### src/rtl/hazard_ctrl_pkg.sv
// Shared definitions for the hazard/stall controller: register-file address width,
// FSM state encodings and default sizing.
package hazard_ctrl_pkg;

    localparam int REG_FILE_ADDR_LEN   = 5;
    localparam int DEF_MEM_TIMEOUT     = 64;
    localparam int DEF_STALL_CNT_W     = 16;

    typedef enum logic [1:0] {
        HZ_ST_RUN      = 2'b00,
        HZ_ST_MEM_WAIT = 2'b01,
        HZ_ST_ERR      = 2'b10
    } hz_state_e;

endpackage : hazard_ctrl_pkg

### src/rtl/hazard_detect.sv
// Combinational RAW compare between ID sources and EXE/MEM destinations.
// HAZARD_FORWARDING_EN selects load-use-only detection (forwarding unit present).
module hazard_detect
    import hazard_ctrl_pkg::*;
#(
    parameter int ADDR_LEN = REG_FILE_ADDR_LEN
) (
    input  logic [ADDR_LEN-1:0] src1_ID,
    input  logic [ADDR_LEN-1:0] src2_ID,
    input  logic                two_src_ID,
    input  logic [ADDR_LEN-1:0] dest_EXE,
    input  logic                WB_EN_EXE,
    input  logic                MEM_R_EN_EXE,
    input  logic [ADDR_LEN-1:0] dest_MEM,
    input  logic                WB_EN_MEM,
    output logic                raw_hit
);

    // r0 is hard-wired zero, so a write to it never produces a value to wait for.
    function automatic logic producer_hit(
        input logic [ADDR_LEN-1:0] dest,
        input logic                wb_en,
        input logic [ADDR_LEN-1:0] src1,
        input logic [ADDR_LEN-1:0] src2,
        input logic                use_src2
    );
        return wb_en && (dest != '0) &&
               ((dest == src1) || (use_src2 && (dest == src2)));
    endfunction

    logic exe_hit;
    logic mem_hit;

    assign exe_hit = producer_hit(dest_EXE, WB_EN_EXE, src1_ID, src2_ID, two_src_ID);
    assign mem_hit = producer_hit(dest_MEM, WB_EN_MEM, src1_ID, src2_ID, two_src_ID);

`ifdef HAZARD_FORWARDING_EN
    // Forwarding covers every ALU result; only a load in EXE is too late to forward.
    logic unused_mem_path;
    assign unused_mem_path = mem_hit;
    assign raw_hit         = exe_hit & MEM_R_EN_EXE;
`else
    logic unused_load_flag;
    assign unused_load_flag = MEM_R_EN_EXE;
    assign raw_hit          = exe_hit | mem_hit;
`endif

endmodule : hazard_detect

### src/rtl/hazard_ctrl.sv
// Pipeline hazard/stall controller: RAW stall, memory-wait freeze with timeout, branch flush
// and a saturating stall counter. Build option: HAZARD_FORWARDING_EN (see hazard_detect).
module hazard_ctrl
    import hazard_ctrl_pkg::*;
#(
    parameter int ADDR_LEN    = REG_FILE_ADDR_LEN,
    parameter int MEM_TIMEOUT = DEF_MEM_TIMEOUT,
    parameter int STALL_CNT_W = DEF_STALL_CNT_W
) (
    input  logic                   clk,
    input  logic                   rst,
    input  logic [ADDR_LEN-1:0]    src1_ID,
    input  logic [ADDR_LEN-1:0]    src2_ID,
    input  logic                   two_src_ID,
    input  logic                   br_taken_ID,
    input  logic [ADDR_LEN-1:0]    dest_EXE,
    input  logic                   WB_EN_EXE,
    input  logic                   MEM_R_EN_EXE,
    input  logic [ADDR_LEN-1:0]    dest_MEM,
    input  logic                   WB_EN_MEM,
    input  logic                   mem_req,
    input  logic                   mem_ready,
    output logic                   hazard_stall,
    output logic                   pipe_freeze,
    output logic                   flush_IF,
    output logic                   mem_err,
    output logic [STALL_CNT_W-1:0] stall_cnt
);

    localparam int                    WAIT_W     = $clog2(MEM_TIMEOUT + 1);
    localparam logic [WAIT_W-1:0]     WAIT_LIMIT = WAIT_W'(MEM_TIMEOUT);
    localparam logic [STALL_CNT_W-1:0] STALL_MAX = '1;

    hz_state_e              state;
    logic [WAIT_W-1:0]      wait_cnt;
    logic                   err_q;
    logic [STALL_CNT_W-1:0] stall_q;

    logic raw_hit;
    logic mem_busy;
    logic freeze_c;
    logic stall_c;
    logic flush_c;

    hazard_detect #(
        .ADDR_LEN (ADDR_LEN)
    ) u_detect (
        .src1_ID      (src1_ID),
        .src2_ID      (src2_ID),
        .two_src_ID   (two_src_ID),
        .dest_EXE     (dest_EXE),
        .WB_EN_EXE    (WB_EN_EXE),
        .MEM_R_EN_EXE (MEM_R_EN_EXE),
        .dest_MEM     (dest_MEM),
        .WB_EN_MEM    (WB_EN_MEM),
        .raw_hit      (raw_hit)
    );

    // mem_ready without an outstanding request carries no meaning and is masked here.
    assign mem_busy = mem_req & ~mem_ready;

    // NOTE: every always_comb output gets a default first, so no path can infer a latch.
    always_comb begin
        freeze_c = 1'b0;
        stall_c  = 1'b0;
        flush_c  = 1'b0;
        if (rst) begin
            if (state == HZ_ST_ERR) begin
                freeze_c = 1'b1;
            end else begin
                freeze_c = mem_busy;
                stall_c  = raw_hit & ~freeze_c;
                flush_c  = br_taken_ID & ~freeze_c & ~stall_c;
            end
        end
    end

    // NOTE: sequential state uses non-blocking assignments so all registers update together.
    always_ff @(posedge clk or negedge rst) begin
        if (!rst) begin
            state    <= HZ_ST_RUN;
            wait_cnt <= '0;
            err_q    <= 1'b0;
        end else begin
            unique case (state)
                HZ_ST_RUN: begin
                    if (mem_busy) begin
                        state    <= HZ_ST_MEM_WAIT;
                        wait_cnt <= WAIT_W'(1);
                    end
                end
                HZ_ST_MEM_WAIT: begin
                    // A withdrawn request ends the wait just like a completed one.
                    if (!mem_busy) begin
                        state    <= HZ_ST_RUN;
                        wait_cnt <= '0;
                    end else if (wait_cnt == WAIT_LIMIT) begin
                        state <= HZ_ST_ERR;
                        err_q <= 1'b1;
                    end else begin
                        wait_cnt <= wait_cnt + WAIT_W'(1);
                    end
                end
                HZ_ST_ERR: begin
                    state <= HZ_ST_ERR;
                end
                default: begin
                    state    <= HZ_ST_RUN;
                    wait_cnt <= '0;
                end
            endcase
        end
    end

    always_ff @(posedge clk or negedge rst) begin
        if (!rst) begin
            stall_q <= '0;
        end else if ((freeze_c | stall_c) && (stall_q != STALL_MAX)) begin
            stall_q <= stall_q + STALL_CNT_W'(1);
        end
    end

    assign pipe_freeze  = freeze_c;
    assign hazard_stall = stall_c;
    assign flush_IF     = flush_c;
    assign mem_err      = err_q;
    assign stall_cnt    = stall_q;

endmodule : hazard_ctrl

### config.mk
export PLATFORM = sky130hd
export DESIGN_NAME = hazard_ctrl
export DESIGN_NICKNAME = d
export VERILOG_FILES = /design/src/rtl/hazard_ctrl_pkg.sv /design/src/rtl/hazard_detect.sv /design/src/rtl/hazard_ctrl.sv
export SDC_FILE = /design/constraint.sdc
export NUM_CORES = 1
export LEC_CHECK = 0
export CORE_UTILIZATION = 47
export DETAILED_ROUTE_END_ITERATION = 8
export PLACE_DENSITY = 0.78
export SKIP_CTS_REPAIR_TIMING = 1
export SYNTH_ARGS = -nofsm -noshare
export SYNTH_HDL_FRONTEND = slang
export SYNTH_SLANG_ARGS = --single-unit
### constraint.sdc
create_clock -name clk -period 2.05 [get_ports clk]
set_input_delay 0.205 -clock clk [delete_from_list [all_inputs] [get_ports clk]]
set_output_delay 0.205 -clock clk [all_outputs]
set_load 0.03 [all_outputs]
-- Yosys cells after proc, flatten, opt, wreduce, memory -nomap -nowiden
Index checks and enable logic that the tools add are counted.
- bits in registers: 26
- latch bits: 0
- RAM bits: 0
- bits in read-only memories: 0
- input bits: 29
- output and inout bits: 20
- logic and storage cells: 56
- memories: 0
- add/subtract/negate cells: 2
- $mul: 0
- divide/modulo/power cells: 0
- $lt $le $gt $ge: 0
- equal/unequal tests: 11
- shift-type cells: 0
- muxes and demuxes: 14
- bitwise operators: 10
- reductions and logical operators: 15
- operators by type and width (operator ; count):
    two-way mux 7 bit ; 3
    case mux 7 bit (3 select lines) ; 1
    == test 5 bit ; 4
    adder 16 x 1 -> 16 bit (second input constant) ; 1
    != test 16 bit (second input constant) ; 1
    nonzero test 5 bit ; 2
    adder 7 x 1 -> 7 bit (second input constant) ; 1
    == test 7 bit (second input constant) ; 1
    logical AND 1 bit ; 7
    two-way mux 1 bit ; 6
    two-way mux 2 bit ; 3
    != test 3 bit (second input constant) ; 2
    case mux 2 bit (3 select lines) ; 1
    AND reduction 3 bit ; 2
    bitwise AND 1 bit ; 4
    inverter 1 bit ; 4
    == test 2 x 1 -> 1 bit (second input constant) ; 1
    == test 2 bit (second input constant) ; 1
    zero test 2 bit ; 1
    logical OR 1 bit ; 2
    != test 2 bit (second input constant) ; 1
    bitwise OR 1 bit ; 2
    AND reduction 2 bit ; 1

-- Longest topological paths before layout
Gate-level depths: netlist of the first run.
- word-level depth: 10
- mapped depth: 8
- depth with buffers taken out: 8

-- By module
A second synthesis of the first run with hierarchy kept.
- cells, all modules: 164
- area, all modules: 1607.8 um^2
- by module, submodules not included (module ; instances ; cells each ; area each (um^2) ; seq. area each (um^2)):
    hazard_ctrl ; 1 ; 130 ; 1350.0 ; 650.6
    hazard_detect ; 1 ; 34 ; 257.7 ; 0.0

-- Worst setup path before layout of the first run
Ideal clock, no wire load.
- kind: register to register
- start: register stall_q[0] (netlist: stall_cnt[0])
- end: register stall_q[1] (netlist: stall_cnt[1])
- library setup time: 0.125 ns
- arrival time: 1.963 ns
- required time: 1.925 ns
- setup slack: -0.037 ns
- stages on the path, launching flop included: 8
- buffers on the path: 0
- clock period less this slack: 2.087 ns
- path through: dfrtp_1 -> ha_1 -> inv_1 -> nor4b_2 -> nand2b_1 -> nand2_1 -> nor2_1 -> mux2_2
- cells in the longest elaborated chain, start to end: 2
- elaborated cells between the ends (all ways): 3
- classes of those cells: add/sub: 1; eq/ne: 1; reduce/logical: 1
- RTL lines (what ; RTL line ; text):
    start, declared ; hazard_ctrl.sv:37 ; logic [STALL_CNT_W-1:0] stall_q;
    start signal, assigned ; hazard_ctrl.sv:119 ; stall_q <= stall_q + STALL_CNT_W'(1);
    branches (longest 2 deep; another with adder 16 x 1 -> 16 bit) ; - ;
Parallel ways; which one is timed is not known.
A chain may end at the register's enable or synchronous reset.

-- Worst setup path in the final report of the first run
- start: input port src1_ID[2]
- end: output port hazard_stall
- cells in the longest elaborated chain, start to end: 7
- elaborated cells between the ends (all ways): 10
- classes of those cells: eq/ne: 2; mux: 2; bitwise: 2; reduce/logical: 4
- RTL lines (what ; RTL line ; text):
    start, declared ; hazard_ctrl.sv:12 ; input logic [ADDR_LEN-1:0] src1_ID,
    == test 5 bit ; hazard_detect.sv:28 ; ((dest == src1) || (use_src2 && (dest == src2)));
    logical OR 1 bit ; hazard_detect.sv:28 ;
    logical AND 1 bit ; hazard_detect.sv:27 ; return wb_en && (dest != '0) &&
    bitwise OR 1 bit * ; hazard_detect.sv:45 ; assign raw_hit = exe_hit | mem_hit;
    bitwise AND 1 bit * ; hazard_ctrl.sv:72 ; stall_c = raw_hit & ~freeze_c;
    two-way mux 1 bit * ; hazard_ctrl.sv:68 ; if (state == HZ_ST_ERR) begin
    two-way mux 1 bit * ; hazard_ctrl.sv:67 ; if (rst) begin
    end, declared ; hazard_ctrl.sv:23 ; output logic hazard_stall,
Mark *: on every way between the ends. The rest lies on a longest branch, timed or not.

==> reports/qor.yml, run 1 <==
synth_nets: 213
synth_top_area_share_pct: 39.1
place_ws_ns: -0.353
rows: 21
antenna_left: 0
top_layer: "met4"
grt.total_usage_pct: 24.0
setup_viol: 0
ys_seq_area_share_pct: 39.1
cp_data_arrival_time_ns: 1.81
grt_pass1_vias: 1559
route.vias.total: 1641
design.die.area_sq_um: 3780
ys_dominant_reg_cell: "dfrtp_1"
timing.fmax_mhz: 496
yosys.area.top_type: "dfrtp_1"
peakVddDrop_uv: 710
final_cell_mix: "31 x clkdlybuf4s50_1, 24 x dfrtp_1, 24 x buf_4, 20 x nand3_1, 19 x xnor2_1"
final_area_sq_um: 2490
drt_first_pass_iters: 4
drive_gt1_share_pct: 20.0
timing.final.ws_setup_ns: 0.0329
fin_crit_ns: 2.02
start_kind: "input pin"
area_growth_pct: 49.5
routabilityCongestion: 0.875
dr.first_iter.drc_count: 32
drv_slew: 0
async_reset_ff_share_pct: 100
synth-edff-count: 0
clock_path_buffers: 2
start_util_pct: 49.5
cp.required_ns: 1.85
layout.nets: 288
synth_seq_cells: 26
syn_inst: 181
m1WireLength_mm: 1.80
cts_tree: "done"
dp_hpwl_mm: 3.42
synthTopCellsByArea: "dfrtp_1 39%, xnor2_1 11%, nand3_1 6.0%, mux2_2 4.7%, nor3_1 3.6%"
hold_viol: 0
tightest_slew_ns: 0.475
routedWlPerCell_microns: 14.7
fin_crit_sh_pct: 98.4
p_leak_uw: 0.00116
drc: 0
chipWidth_microns: 61.5
pin_count: 49
critical_path_class: "in -> out"
layout_commonest_cell: "clkdlybuf4s50_1"
cts-buffers-inserted: 3
portBuffers: 47
grt_overflow: 0
clockRootBuffer: "clkbuf_4"
clock_skew_ns: 0.00476
wl_met3_microns: 277
h-tree-depth: 1
num_antenna_cells: 0
cp-end-kind: "output port"
syn-cell-area_sq_um: 1660
cap_viol_max_count: 0
core_region_area_sq_um: 3360
status: "complete, no violations"
hp-class: "in -> async"
via_per_inst: 5.45
slew_headroom_pct: 68.1
clock_sinks: 26
grt_max_degree: 17
yosys_warnings: 0
avgSynthCellArea_sq_um: 9.19
powerDensity_nw_per_um2: 589
clk_latency_ns: 0.32
clk_pin_slew_ns: 0.14
ys_types: 36
antenna_found_initial: 0
grt_pass1_wl_mm: 6.59
drt-total-wl_mm: 4.43
die_h_microns: 61.5
wl_met2_mm: 2.32
crit_fanout: 2
dpl_cell_area_sq_um: 2360
==> layout make-up <==
cell class | count | area (sq um)
fillers | 273 | 876
multi-input cells | 145 | 1010
well taps | 46 | 57.6
repair buffers | 73 | 718
inverters | 7 | 26.3
flip-flops and latches | 26 | 653
clock buffers | 4 | 26.3
==> cell usage after synthesis, types with 3 or more instances <==
library cell  instances
and3_1                6
nand2b_1              4
inv_1                 7
nand3_1              20
ha_1                  3
nor3_1               12
o21ai_0              10
nand2_1              16
nand4_1               4
dfrtp_1              26
xor2_1                6
nor2_1               10
mux2_2                7
xnor2_1              20
==> registers in the layout, summed over array words and instances (netlist names) <==
register   cells
state          2
stall_cnt     16
wait_cnt       7
mem_err        1
==> where the power goes <==
group | switching, uW | internal, uW | total (uW)
clock network | 153 | 76.0 | 229
logic | 293 | 273 | 566
registers | 90.7 | 579 | 670
==> worst max-delay path: stages <==
cell             delay [ns]
clkdlybuf4s50_1        0.52
xnor2_1                0.13
nand3_1                0.11
o22ai_1                0.22
buf_4                  0.16
a22o_1                 0.16
and3_4                 0.19
buf_6                  0.13
==> cell families (layout without fill, tap and decap cells) <==
kind of cell	after synthesis	count (layout)	synth area share (%)
XOR/XNOR	26	26	13.7
multiplexers	7	7	4.74
AND/OR/NAND/NOR	80	80	25.0
adder cells (fa/ha/maj)	3	3	2.26
AO/OA/AOI/OAI	29	29	12.7
flip-flops	26	26	39.1
buffers and inverters	10	84	2.48
==> final timing paths <==
path / from / endpoint / slack (ns) / depth (start not counted)
max: src1_ID[2] / hazard_stall / 0.03 / 8
min: rst / stall_cnt[12] / 0.14 / 1
max reg2reg: stall_cnt[3] / stall_cnt[15] / 0.17 / 5
min reg2reg: mem_err / mem_err / 0.48 / 1
max in group asynchronous: rst / stall_cnt[1] / 1.37 / 2
min in group clk: mem_err / mem_err / 0.48 / 1
==> stage by stage <==
step | hold WS, ns | power, uW | utilization (%) | setup TNS, ns | instances
finish | 0.141 | 1470 | 74.0 | 0 | 301
global route | 0.138 | 1540 | 74.0 | -0.00413 | 301
CTS | 0.129 | 1460 | 71.1 | -0.223 | 299
detailed placement | 0.454 | 1220 | 70.3 | -4.57 | 295
global placement | 0.449 | 1220 | 70.3 | -3.80 | 295
floorplan | -0.0906 | 953 | - | 0 | 181
==> routing by layer <==
layer / track usage, % / up-vias
met5: 0 / -
met4: 5.71 / 0
met3: 4.62 / 4
met2: 45.8 / 53
met1: 27.2 / 780
li1: - / 804
Note: power is estimated with default switching activity, not from simulation.
==> inputs of run 2 (changes only) <==
--- a/config.mk
+++ b/config.mk
@@ -7,6 +7,7 @@
 export LEC_CHECK = 0
 export CORE_UTILIZATION = 47
 export DETAILED_ROUTE_END_ITERATION = 8
+export GPL_TIMING_DRIVEN = 0
 export PLACE_DENSITY = 0.78
 export SKIP_CTS_REPAIR_TIMING = 1
 export SYNTH_ARGS = -nofsm -noshare
==> run 2 against run 1 <==
Net effect: routed wire length shrank 5.4%; hold slack gained 0.089 ns; die area unchanged; clock skew decreased by 0.00051 ns; first-iteration DRC count is 130% higher; sequential cell count unchanged; sequential power about the same; setup slack improved by 0.040 ns; critical path type unchanged; critical endpoint unchanged; largest cell class unchanged.
==> reports/qor.yml, run 2 (synthesis results as in run 1) <==
status: "complete, no violations"  # unchanged
critPathBufInv: 2  # was 3
timing.fmax_mhz: 506  # was 496 MHz
drt-total-wl_mm: 4.19  # was 4.43 mm
h-tree-depth: 1  # unchanged
hold_viol: 0  # unchanged
grt_pass1_wl_mm: 5.90  # was 6.59 mm
drv_slew: 0  # unchanged
clock_path_buffers: 2  # unchanged
die_h_microns: 61.5  # unchanged
route.vias.total: 1581  # was 1641
setup_viol: 0  # unchanged
hold-worst-slack_ns: 0.230  # was 0.141 ns
design.die.area_sq_um: 3780  # unchanged
clock_skew_ns: 0.00424  # was 0.00476 ns
crit_fanout: 3  # was 2
cp_data_arrival_time_ns: 1.77  # was 1.81 ns
rr_startpoint: "stall_cnt[0]"  # was stall_cnt[3]
chipWidth_microns: 61.5  # unchanged
internal-power_uw: 908  # was 929 uW
tightest_slew_ns: 0.454  # was 0.475 ns
antenna_found_initial: 0  # unchanged
routedWlPerCell_microns: 14.8  # was 14.7 microns
final_util_pct: 69.5  # was 74.0%
start_kind: "input pin"  # unchanged
clock_power_share_pct: 16.2  # was 15.6%
clock_sinks: 26  # unchanged
clockRootBuffer: "clkbuf_4"  # unchanged
grt_pass1_vias: 1345  # was 1559
startpoint: "dest_EXE[1]"  # was src1_ID[2]
drt_first_pass_iters: 4  # unchanged
peakVddDrop_uv: 707  # was 710 uV
power_frac_comb_pct: 37.1  # was 38.6%
largest_reg_flops: 16  # unchanged
sequentialPowerShare_pct: 46.7  # was 45.7%
num_antenna_cells: 0  # unchanged
antenna_left: 0  # unchanged
cpMaxStageDelayCell: "clkdlybuf4s50_1"  # unchanged
powerDensity_nw_per_um2: 615  # was 589 nW/um^2
core_region_area_sq_um: 3360  # unchanged
p_total_uw: 1440  # was 1470 uW
crit_chain: "clkdlybuf4s50_1, xnor2_1, nand3_1, o22ai_2, a22o_1, and3_1, buf_2"  # was clkdlybuf4s50_1, xnor2_1, nand3_1, o22ai_1, buf_4, a22o_1, and3_4, buf_6
p_sw_share_pct: 36.9  # was 36.6%
pin_count: 49  # unchanged
fin_crit_sh_pct: 96.5  # was 98.4%
final_cell_mix: "35 x clkdlybuf4s50_1, 24 x dfrtp_1, 20 x xnor2_1, 20 x nand3_1, 15 x nand2_1"  # was 31 x clkdlybuf4s50_1, 24 x dfrtp_1, 24 x buf_4, 20 x nand3_1, 19 x xnor2_1
grt.total_usage_pct: 21.3  # was 24.0%
fillerInstances: 285  # was 273
slowest_delay_ns: 0.56  # was 0.52 ns
dp_hpwl_mm: 2.95  # was 3.42 mm
hold_start: "rst"
critical_path_class: "in -> out"  # unchanged
via_per_inst: 5.57  # was 5.45
grt_max_degree: 30  # was 17
hp-class: "in -> reg"  # was in -> async
cp.required_ns: 1.85  # about the same
slew_headroom_pct: 69.5  # was 68.1%
rows: 21  # unchanged
drc: 0  # unchanged
start_util_pct: 49.5  # unchanged
cp-end-kind: "output port"  # unchanged
dr.first_iter.drc_count: 74  # was 32
fin_crit_ns: 1.98  # was 2.02 ns
drive_gt1_share_pct: 14.7  # was 20.0%
cts-buffers-inserted: 3  # unchanged
layout_commonest_cell: "clkdlybuf4s50_1"  # unchanged
grt_overflow: 0  # unchanged
layout.nets: 271  # was 288
routabilityCongestion: 0.836  # was 0.875
switchingPower_uw: 530  # was 537 uW
area_growth_pct: 40.5  # was 49.5%
cts_tree: "done"  # unchanged
portBuffers: 47  # unchanged
clk_pin_slew_ns: 0.14  # about the same
cap_viol_max_count: 0  # unchanged
clk_latency_ns: 0.33  # was 0.32 ns
p_leak_uw: 0.00104  # was 0.00116 uW
critPathTopFamily: "buffers and inverters"  # unchanged
## run 2: area by class of cell
class                   instances  area [sq um]  area share (%)
plain buffers                   2          11.3           0.482
clock buffers                   4          26.3            1.12
inverters                       7          26.3            1.12
multi-input cells             145          1020            43.5
flip-flops and latches         26           653            27.9
well taps                      46          57.6            2.46
repair buffers                 54           546            23.3
## run 2: final timing paths
| kind | end | slack [ns] | depth (start not counted) |
|---|---|---|---|
| max in group asynchronous | stall_cnt[0] | 1.44 | 3 |
| min | stall_cnt[2] | 0.23 | 3 |
| max reg2reg | stall_cnt[9] | 0.11 | 8 |
| min reg2reg | wait_cnt[6] | 0.49 | 1 |
| max | hazard_stall | 0.07 | 7 |
| min in group asynchronous | stall_cnt[12] | 0.45 | 3 |
## run 2: layer usage
layer | wire (microns) | global-route usage, % | vias to the layer above
li1 | - | - | 772
met1 | 1840 | 26.4 | 749
met2 | 2020 | 37.2 | 55
met3 | 284 | 3.78 | 5
met4 | 54 | 7.62 | 0
met5 | 0 | 0 | -
## run 2: per-stage QoR
step,instance area [sq um],std cells,setup TNS [ns],worst slack (ns)
floorplan,1670,181,0,0.0367
global route,2340,284,-0.0347,-0.0273
detailed placement,2190,274,-13.78,-1.07
global placement,2190,274,-13.35,-1.04
finish,2340,284,0,0.0726
CTS,2220,278,-6.89,-1.07
## run 2: power by group through the flow
| stage | Combinational [uW] | Clock [uW] | Sequential, uW |
|---|---|---|---|
| floorplan | 187 | 0 | 766 |
| global placement | 510 | 0 | 676 |
| detailed placement | 513 | 0 | 671 |
| CTS | 517 | 239 | 665 |
| global route | 576 | 251 | 683 |
| finish | 534 | 232 | 671 |
## run 2: tightest hold or removal path: stages
cell,delay [ns]
buf_2,0.13
inv_1,0.11
o41ai_1,0.08
